[config.mk]
export PLATFORM = sky130hd
export DESIGN_NAME = board_arbiter_flat
export DESIGN_NICKNAME = d
export VERILOG_FILES = /design/src/rtl/board_arbiter_if.sv /design/src/rtl/board_arbiter.sv /design/src/flat_wrapper.sv
export SDC_FILE = /design/constraint.sdc
export NUM_CORES = 1
export LEC_CHECK = 0
export CORE_MARGIN = 8
export CORE_UTILIZATION = 50
export CTS_BUF_LIST = sky130_fd_sc_hd__clkbuf_8
export DETAILED_ROUTE_END_ITERATION = 6
export DONT_BUFFER_PORTS = 1
export PLACE_DENSITY = 0.69
export SKIP_LAST_GASP = 1
export SYNTH_ARGS = -nofsm -noshare
export SYNTH_HDL_FRONTEND = slang
export SYNTH_SLANG_ARGS = --single-unit
[constraint.sdc]
create_clock -name clk -period 2.95 [get_ports clk]
set_input_delay 0.4425 -clock clk [delete_from_list [all_inputs] [get_ports clk]]
set_output_delay 0.4425 -clock clk [all_outputs]
set_load 0.01 [all_outputs]
[src/rtl/board_arbiter_if.sv]
// ---------------------------------------------------------------------------
// board_arbiter_if
//
// Purpose:
//   Groups the move/clear handshake, the display read port and the status
//   outputs of the board arbiter into one bundle. The arbiter connects through
//   the slave modport; whatever drives moves and reads the board (game
//   controller, display scanner, testbench) uses the master modport.
//
// Signals:
//   vblank      display vertical blanking; board writes only happen while high
//   mv_valid    move request valid
//   mv_ready    arbiter is idle and can accept a move or clear
//   mv_col      target column of the move (3 bits)
//   mv_player   piece owner, 0 = red, 1 = yellow
//   clr_req     request to empty the whole board
//   mv_done     one-cycle pulse when a move or clear completes
//   mv_status   00 ok, 01 column full, 10 bad column
//   mv_row      landing row of the last successful move
//   rd_col      display read column
//   rd_row      display read row
//   rd_cell     registered cell contents: 00 empty, 01 red, 10 yellow
//   board_full  every column holds a full stack of pieces
// ---------------------------------------------------------------------------
interface board_arbiter_if;
  logic       vblank;
  logic       mv_valid;
  logic       mv_ready;
  logic [2:0] mv_col;
  logic       mv_player;
  logic       clr_req;
  logic       mv_done;
  logic [1:0] mv_status;
  logic [2:0] mv_row;
  logic [2:0] rd_col;
  logic [2:0] rd_row;
  logic [1:0] rd_cell;
  logic       board_full;

  // Arbiter side
  modport slave (
    input  vblank, mv_valid, mv_col, mv_player, clr_req, rd_col, rd_row,
    output mv_ready, mv_done, mv_status, mv_row, rd_cell, board_full
  );

  // Controller / display side
  modport master (
    output vblank, mv_valid, mv_col, mv_player, clr_req, rd_col, rd_row,
    input  mv_ready, mv_done, mv_status, mv_row, rd_cell, board_full
  );
endinterface

[src/rtl/board_arbiter.sv]
// ---------------------------------------------------------------------------
// board_arbiter
//
// Purpose:
//   Owns a COLS x ROWS drop-piece game board (row 0 is the bottom row) and
//   serialises updates to it. A move drops a piece into the lowest free row
//   of a column; a clear empties the board. The board is only ever written
//   during display vertical blanking so the display never sees a half-updated
//   frame. The display reads cells through a registered read port.
//
// Parameters:
//   COLS  number of board columns (default 7)
//   ROWS  number of board rows    (default 6)
//
// Ports:
//   clk    system clock, all state changes on its rising edge
//   rst_n  asynchronous active-low reset
//   bus    board_arbiter_if.slave: move/clear handshake, status, read port
// ---------------------------------------------------------------------------
module board_arbiter #(
  parameter int COLS = 7,
  parameter int ROWS = 6
) (
  input  logic            clk,
  input  logic            rst_n,
  board_arbiter_if.slave  bus
);

  // Height counters must reach ROWS itself, so they need one extra value.
  localparam int HW = $clog2(ROWS + 1);

  typedef enum logic [2:0] {
    IDLE,
    CHECK,
    WAIT_VBL,
    COMMIT,
    CLEAR,
    DONE
  } state_t;

  state_t        state_q, state_d;
  logic [2:0]    col_q, col_d;
  logic          player_q, player_d;
  logic [1:0]    status_q, status_d;
  logic [2:0]    row_q, row_d;
  logic          done_q;
  logic [1:0]    rd_cell_q;
  logic          full;

  logic [1:0]    cells_q   [COLS][ROWS];
  logic [HW-1:0] heights_q [COLS];

  logic          col_ok;
  logic [HW-1:0] cur_height;
  logic          do_write;
  logic          do_clear;
  logic          rd_ok;

  // The latched column may be out of range (the request port is wider than
  // the board), so the height lookup is guarded and yields zero for a bad
  // column; CHECK rejects that column before the height is ever used.
  always_comb begin
    col_ok     = 32'(col_q) < COLS;
    cur_height = '0;
    if (col_ok) begin
      cur_height = heights_q[col_q];
    end
  end

  // Next-state and control decode. Only IDLE accepts requests; a clear wins
  // over a simultaneous move, which is then simply not taken. Writes and
  // clears are gated on vblank in the very cycle they take effect, so if
  // vblank drops exactly in the COMMIT cycle the move goes back to waiting
  // rather than touching the board outside blanking.
  always_comb begin
    state_d  = state_q;
    col_d    = col_q;
    player_d = player_q;
    status_d = status_q;
    row_d    = row_q;
    do_write = 1'b0;
    do_clear = 1'b0;

    unique case (state_q)
      IDLE: begin
        if (bus.clr_req) begin
          state_d = CLEAR;
        end else if (bus.mv_valid) begin
          col_d    = bus.mv_col;
          player_d = bus.mv_player;
          state_d  = CHECK;
        end
      end

      CHECK: begin
        if (!col_ok) begin
          status_d = 2'b10;
          state_d  = DONE;
        end else if (32'(cur_height) == ROWS) begin
          status_d = 2'b01;
          state_d  = DONE;
        end else begin
          state_d = WAIT_VBL;
        end
      end

      WAIT_VBL: begin
        if (bus.vblank) begin
          state_d = COMMIT;
        end
      end

      COMMIT: begin
        if (bus.vblank) begin
          do_write = 1'b1;
          row_d    = 3'(cur_height);
          status_d = 2'b00;
          state_d  = DONE;
        end else begin
          state_d = WAIT_VBL;
        end
      end

      CLEAR: begin
        if (bus.vblank) begin
          do_clear = 1'b1;
          status_d = 2'b00;
          state_d  = DONE;
        end
      end

      DONE: begin
        state_d = IDLE;
      end

      default: begin
        state_d = IDLE;
      end
    endcase
  end

  // Control and status registers. mv_done is registered from the next state
  // so it is high for exactly the one cycle spent in DONE; status and row
  // hold their values between completions.
  always_ff @(posedge clk or negedge rst_n) begin
    if (!rst_n) begin
      state_q  <= IDLE;
      col_q    <= '0;
      player_q <= 1'b0;
      status_q <= 2'b00;
      row_q    <= '0;
      done_q   <= 1'b0;
    end else begin
      state_q  <= state_d;
      col_q    <= col_d;
      player_q <= player_d;
      status_q <= status_d;
      row_q    <= row_d;
      done_q   <= (state_d == DONE);
    end
  end

  // Board storage: cell array plus one stack height per column. A commit
  // drops the piece onto the current top of the column and bumps its height;
  // a clear empties everything at once.
  always_ff @(posedge clk or negedge rst_n) begin
    if (!rst_n) begin
      for (int c = 0; c < COLS; c++) begin
        heights_q[c] <= '0;
        for (int r = 0; r < ROWS; r++) begin
          cells_q[c][r] <= 2'b00;
        end
      end
    end else if (do_clear) begin
      for (int c = 0; c < COLS; c++) begin
        heights_q[c] <= '0;
        for (int r = 0; r < ROWS; r++) begin
          cells_q[c][r] <= 2'b00;
        end
      end
    end else if (do_write) begin
      cells_q[col_q][cur_height] <= player_q ? 2'b10 : 2'b01;
      heights_q[col_q]           <= heights_q[col_q] + 1'b1;
    end
  end

  // Display read port. Addresses off the board read as empty. Because the
  // array is sampled with the pre-edge contents, a read of a cell being
  // written in the same cycle returns the old value.
  always_comb begin
    rd_ok = (32'(bus.rd_col) < COLS) && (32'(bus.rd_row) < ROWS);
  end

  always_ff @(posedge clk or negedge rst_n) begin
    if (!rst_n) begin
      rd_cell_q <= 2'b00;
    end else if (rd_ok) begin
      rd_cell_q <= cells_q[bus.rd_col][bus.rd_row];
    end else begin
      rd_cell_q <= 2'b00;
    end
  end

  // The board is full when every column's stack has reached the top.
  always_comb begin
    full = 1'b1;
    for (int c = 0; c < COLS; c++) begin
      if (32'(heights_q[c]) != ROWS) begin
        full = 1'b0;
      end
    end
  end

  assign bus.mv_ready   = (state_q == IDLE);
  assign bus.mv_done    = done_q;
  assign bus.mv_status  = status_q;
  assign bus.mv_row     = row_q;
  assign bus.rd_cell    = rd_cell_q;
  assign bus.board_full = full;

endmodule

[src/flat_wrapper.sv]
// flat-port wrapper written by rule: the top's interface ports become plain ports
module board_arbiter_flat 
#(
  parameter int COLS = 7,
  parameter int ROWS = 6
)
  (clk, rst_n, bus_vblank, bus_mv_valid, bus_mv_col, bus_mv_player, bus_clr_req, bus_rd_col, bus_rd_row, bus_mv_ready, bus_mv_done, bus_mv_status, bus_mv_row, bus_rd_cell, bus_board_full);
  board_arbiter_if bus_i ();
  input  logic clk;
  input  logic rst_n;
  input wire logic [$bits(bus_i.vblank)-1:0] bus_vblank;
  input wire logic [$bits(bus_i.mv_valid)-1:0] bus_mv_valid;
  input wire logic [$bits(bus_i.mv_col)-1:0] bus_mv_col;
  input wire logic [$bits(bus_i.mv_player)-1:0] bus_mv_player;
  input wire logic [$bits(bus_i.clr_req)-1:0] bus_clr_req;
  input wire logic [$bits(bus_i.rd_col)-1:0] bus_rd_col;
  input wire logic [$bits(bus_i.rd_row)-1:0] bus_rd_row;
  output wire logic [$bits(bus_i.mv_ready)-1:0] bus_mv_ready;
  output wire logic [$bits(bus_i.mv_done)-1:0] bus_mv_done;
  output wire logic [$bits(bus_i.mv_status)-1:0] bus_mv_status;
  output wire logic [$bits(bus_i.mv_row)-1:0] bus_mv_row;
  output wire logic [$bits(bus_i.rd_cell)-1:0] bus_rd_cell;
  output wire logic [$bits(bus_i.board_full)-1:0] bus_board_full;
  assign bus_i.vblank = bus_vblank;
  assign bus_i.mv_valid = bus_mv_valid;
  assign bus_i.mv_col = bus_mv_col;
  assign bus_i.mv_player = bus_mv_player;
  assign bus_i.clr_req = bus_clr_req;
  assign bus_i.rd_col = bus_rd_col;
  assign bus_i.rd_row = bus_rd_row;
  assign bus_mv_ready = bus_i.mv_ready;
  assign bus_mv_done = bus_i.mv_done;
  assign bus_mv_status = bus_i.mv_status;
  assign bus_mv_row = bus_i.mv_row;
  assign bus_rd_cell = bus_i.rd_cell;
  assign bus_board_full = bus_i.board_full;
  board_arbiter #(.COLS(COLS), .ROWS(ROWS)) u_core (.clk(clk), .rst_n(rst_n), .bus(bus_i));
endmodule
==> results.yml <==
synthesis:
  yosysSeqAreaShare: 0.480
  syn_inst: 602
  yosysMostFrequentCell: "nand2_1"
  synth_area_sq_um: 6260
  synthTopCellsByCount: "128 x nand2_1, 120 x dfrtp_1, 105 x mux2i_1"
  synth-async-reset-ratio: 1.00
  synth_top_area_share: 0.480
  yosys_warnings: 0
  yosys-top-cells-area: "dfrtp_1 48%, mux2i_1 17%, nand2_1 7.7%"
  synth_largest_area_cell: "dfrtp_1"
  synth_fp_nets: 618
  ys_seq_elements: 120
  synth_edf_count: 0
  yosysUniqueCellTypes: 55
  post_synth.cell_area_avg_sq_um: 10.4
  synth_flop_cell: "dfrtp_1"
die:
  io_pins: 25
  core_region_area_sq_um: 12400
  die_h_um: 128
  die_area_sq_um: 16400
  num_rows: 41
  chipWidth_um: 128
  initial_core_util: 0.504
outcome:
  violations: "negative hold slack"
  status: "finished with violations"
placement:
  io_buffers: 0
  hpwl_um: 10300
  gp_congestion: 0.921
worst_setup_path:
  critPathCaptureType: "register"
  path_class: "reg2reg"
  crit_path_max_fanout: 15
  cp-start-kind: "register"
  r2r_slack_ps: 450
  cpPeakStageDelay_ps: 670
  worst_path_most_repeated_cell: "mux2i_1"
  crit_path_cell_trace: "mux2i_1, o221ai_2, a211oi_4, nor3b_2, mux2i_1"
  critPathArrivalTime_ps: 2860
  critPathSlowestCell: "dfrtp_1"
  worstPathRequired_ps: 3310
power_and_ir_drop:
  cellPowerDensity_nw_per_um2: 735
  vdd_drop_max_v: 0.000376
  p_leak_nw: 3.26
sta:
  finalCriticalPeriod_ps: 2500
  worst_pin_slew_ps: 846
  setup_viol: 0
  hold_slack_ps: -312
  fmax_ghz: 0.401
  slew_headroom: 0.435
  final-hold-violation-count: 120
  finalSetupTns_ps: 0
  post-route-period-util: 0.846
  rsz0062_at_grt: "no"
  skew_ps: 7.51
  slew_viol_final: 0
drt:
  wl_per_cell_um: 20.2
  ant_nets: 0
  detail_route.first_pass.iterations: 5
  drt_iter0_markers: 585
  num_vias: 4653
  wirelength_um: 15500
  route.detailed.drc: 0
  vias_per_cell: 6.05
final_layout:
  syn_to_final_growth_pct: 7.42
  fin_nets: 603
  fin_util: 0.542
  drive_gt1_frac: 0.116
  n_antenna_cell: 0
cts:
  cts.clk_slew.worst_paths_ps: 70
  cts_inserted_buffers: 17
  post-cts-setup-buffers: 0
  clk-insertion-delay-late_ps: 440
  tritoncts: "yes"
  cts_buffer_depth: 2
  clock_sinks: 120
  root_buffer: "clkbuf_8"
  cts_max_level: 4
grt:
  grt_usage: 0.202
  grt_pass1_vias: 4823
  use_met1: 0.260
  antenna_found_initial: 0
  busiest_layer: "met2"
  overflow: 0
  use_met3: 0.0437
  grt_pass1_wl_um: 25500
  grt_max_degree: 121
  use_met2: 0.318
job:
  drv_cap: 0
min_path:
  hold_class: "in2async"
[flip-flops by register name (all words and copies together), names as in the netlist]
signal / count
u_core.cells_q: 84
u_core.heights_q: 21
u_core.bus.mv_row: 3
u_core.col_q: 3
u_core.state_q: 3
u_core.bus.mv_status: 2
u_core.bus.rd_cell: 2
u_core.bus.mv_done: 1
u_core.player_q: 1
[kinds of logic (layout without fill, tap and decap cells)]
| logic type | count (synthesis) | after routing | share of synthesized area |
|---|---|---|---|
| AOI/OAI and AO/OA | 77 | 77 | 0.0800 |
| xor gates and xnor gates | 1 | 1 | 0.00140 |
| adders and majority gates | 1 | 1 | 0.00200 |
| buffers and inverters | 51 | 46 | 0.0368 |
| DFF | 120 | 120 | 0.480 |
| muxes | 123 | 123 | 0.222 |
| and+or+nand+nor | 229 | 229 | 0.178 |
[per-stage QoR]
step	cells	total power, mW	setup WS (ps)	area [sq um]	hold slack, ps
floorplan	602	3.19	720	6260	147
global route	769	5.18	252	6720	-340
finish	769	4.94	454	6720	-312
CTS	769	4.95	460	6720	-334
global placement	740	3.55	544	6360	150
detailed placement	740	3.59	474	6360	150
[critical path, delay by kind of cell (launching register included)]
family           cells  cell delay [ps]
AO/OA/AOI/OAI        2              850
flip-flops           1              670
multiplexers         2              530
AND/OR/NAND/NOR      1              360
[placed cells by master (no fill, tap or decap), types with 2 or more instances in the layout]
cell type,n
buf_4,12
and2_1,3
nor2b_1,5
nand3_1,28
and4_1,5
clkinv_2,2
mux2_2,6
inv_1,8
mux4_2,12
nor3b_1,2
o22ai_1,4
nand3b_1,3
o22a_1,2
a21oi_1,12
nor2_1,11
o211ai_1,5
clkbuf_8,22
nor4_2,2
o221ai_1,2
nand4b_1,2
mux2i_1,105
o21ai_0,36
nor3_1,2
dfrtp_1,120
a22oi_1,2
nand2_1,128
a31oi_1,2
o211a_1,2
nor3b_2,2
nand4_1,15
and3_1,5
nand2b_1,7
[routing by layer]
| metal | wire length, um | up-vias |
|---|---|---|
| met5 | 0 | - |
| met4 | 348 | 0 |
| met3 | 805 | 29 |
| met2 | 7460 | 133 |
| met1 | 6890 | 2381 |
| li1 | - | 2110 |
[final timing paths]
path | startpoint | to | cells past startpoint
max in group asynchronous | rst_n | u_core.cells_q[70]$_DFFE_PN0P_ | 0
max | u_core.col_q[1]$_DFFE_PN0P_ | u_core.cells_q[48]$_DFFE_PN0P_ | 5
min reg2reg | u_core.cells_q[35]$_DFFE_PN0P_ | u_core.cells_q[35]$_DFFE_PN0P_ | 2
min | rst_n | u_core.cells_q[1]$_DFFE_PN0P_ | 0
max reg2reg | u_core.col_q[1]$_DFFE_PN0P_ | u_core.cells_q[48]$_DFFE_PN0P_ | 5
min in group clk | bus_vblank | u_core.state_q[0]$_DFF_PN0_ | 2
[cell type report]
cell class / count / area (sq um)
Sequential cell: 120 / 3000
Clock buffer: 22 / 303
Multi-Input combinational cell: 431 / 3040
Fill cell: 1083 / 5690
Timing Repair Buffer: 12 / 90.1
Clock inverter: 7 / 55.1
Inverter: 5 / 18.8
Tap cell: 172 / 215
[repair_timing]
| action | 4_1_cts | 5_1_grt |
|---|---|---|
| hold endpoints to repair | 120 | 120 |
| endpoints found under the setup margin | 0 | 0 |
| resized for setup | 0 | 0 |
[power by group]
part	internal [mW]	switching, mW
combinational	0.473	1.04
clock	0.748	0.607
sequential	1.82	0.251
total	3.04	1.90
Power figures use the tool's default switching activity.
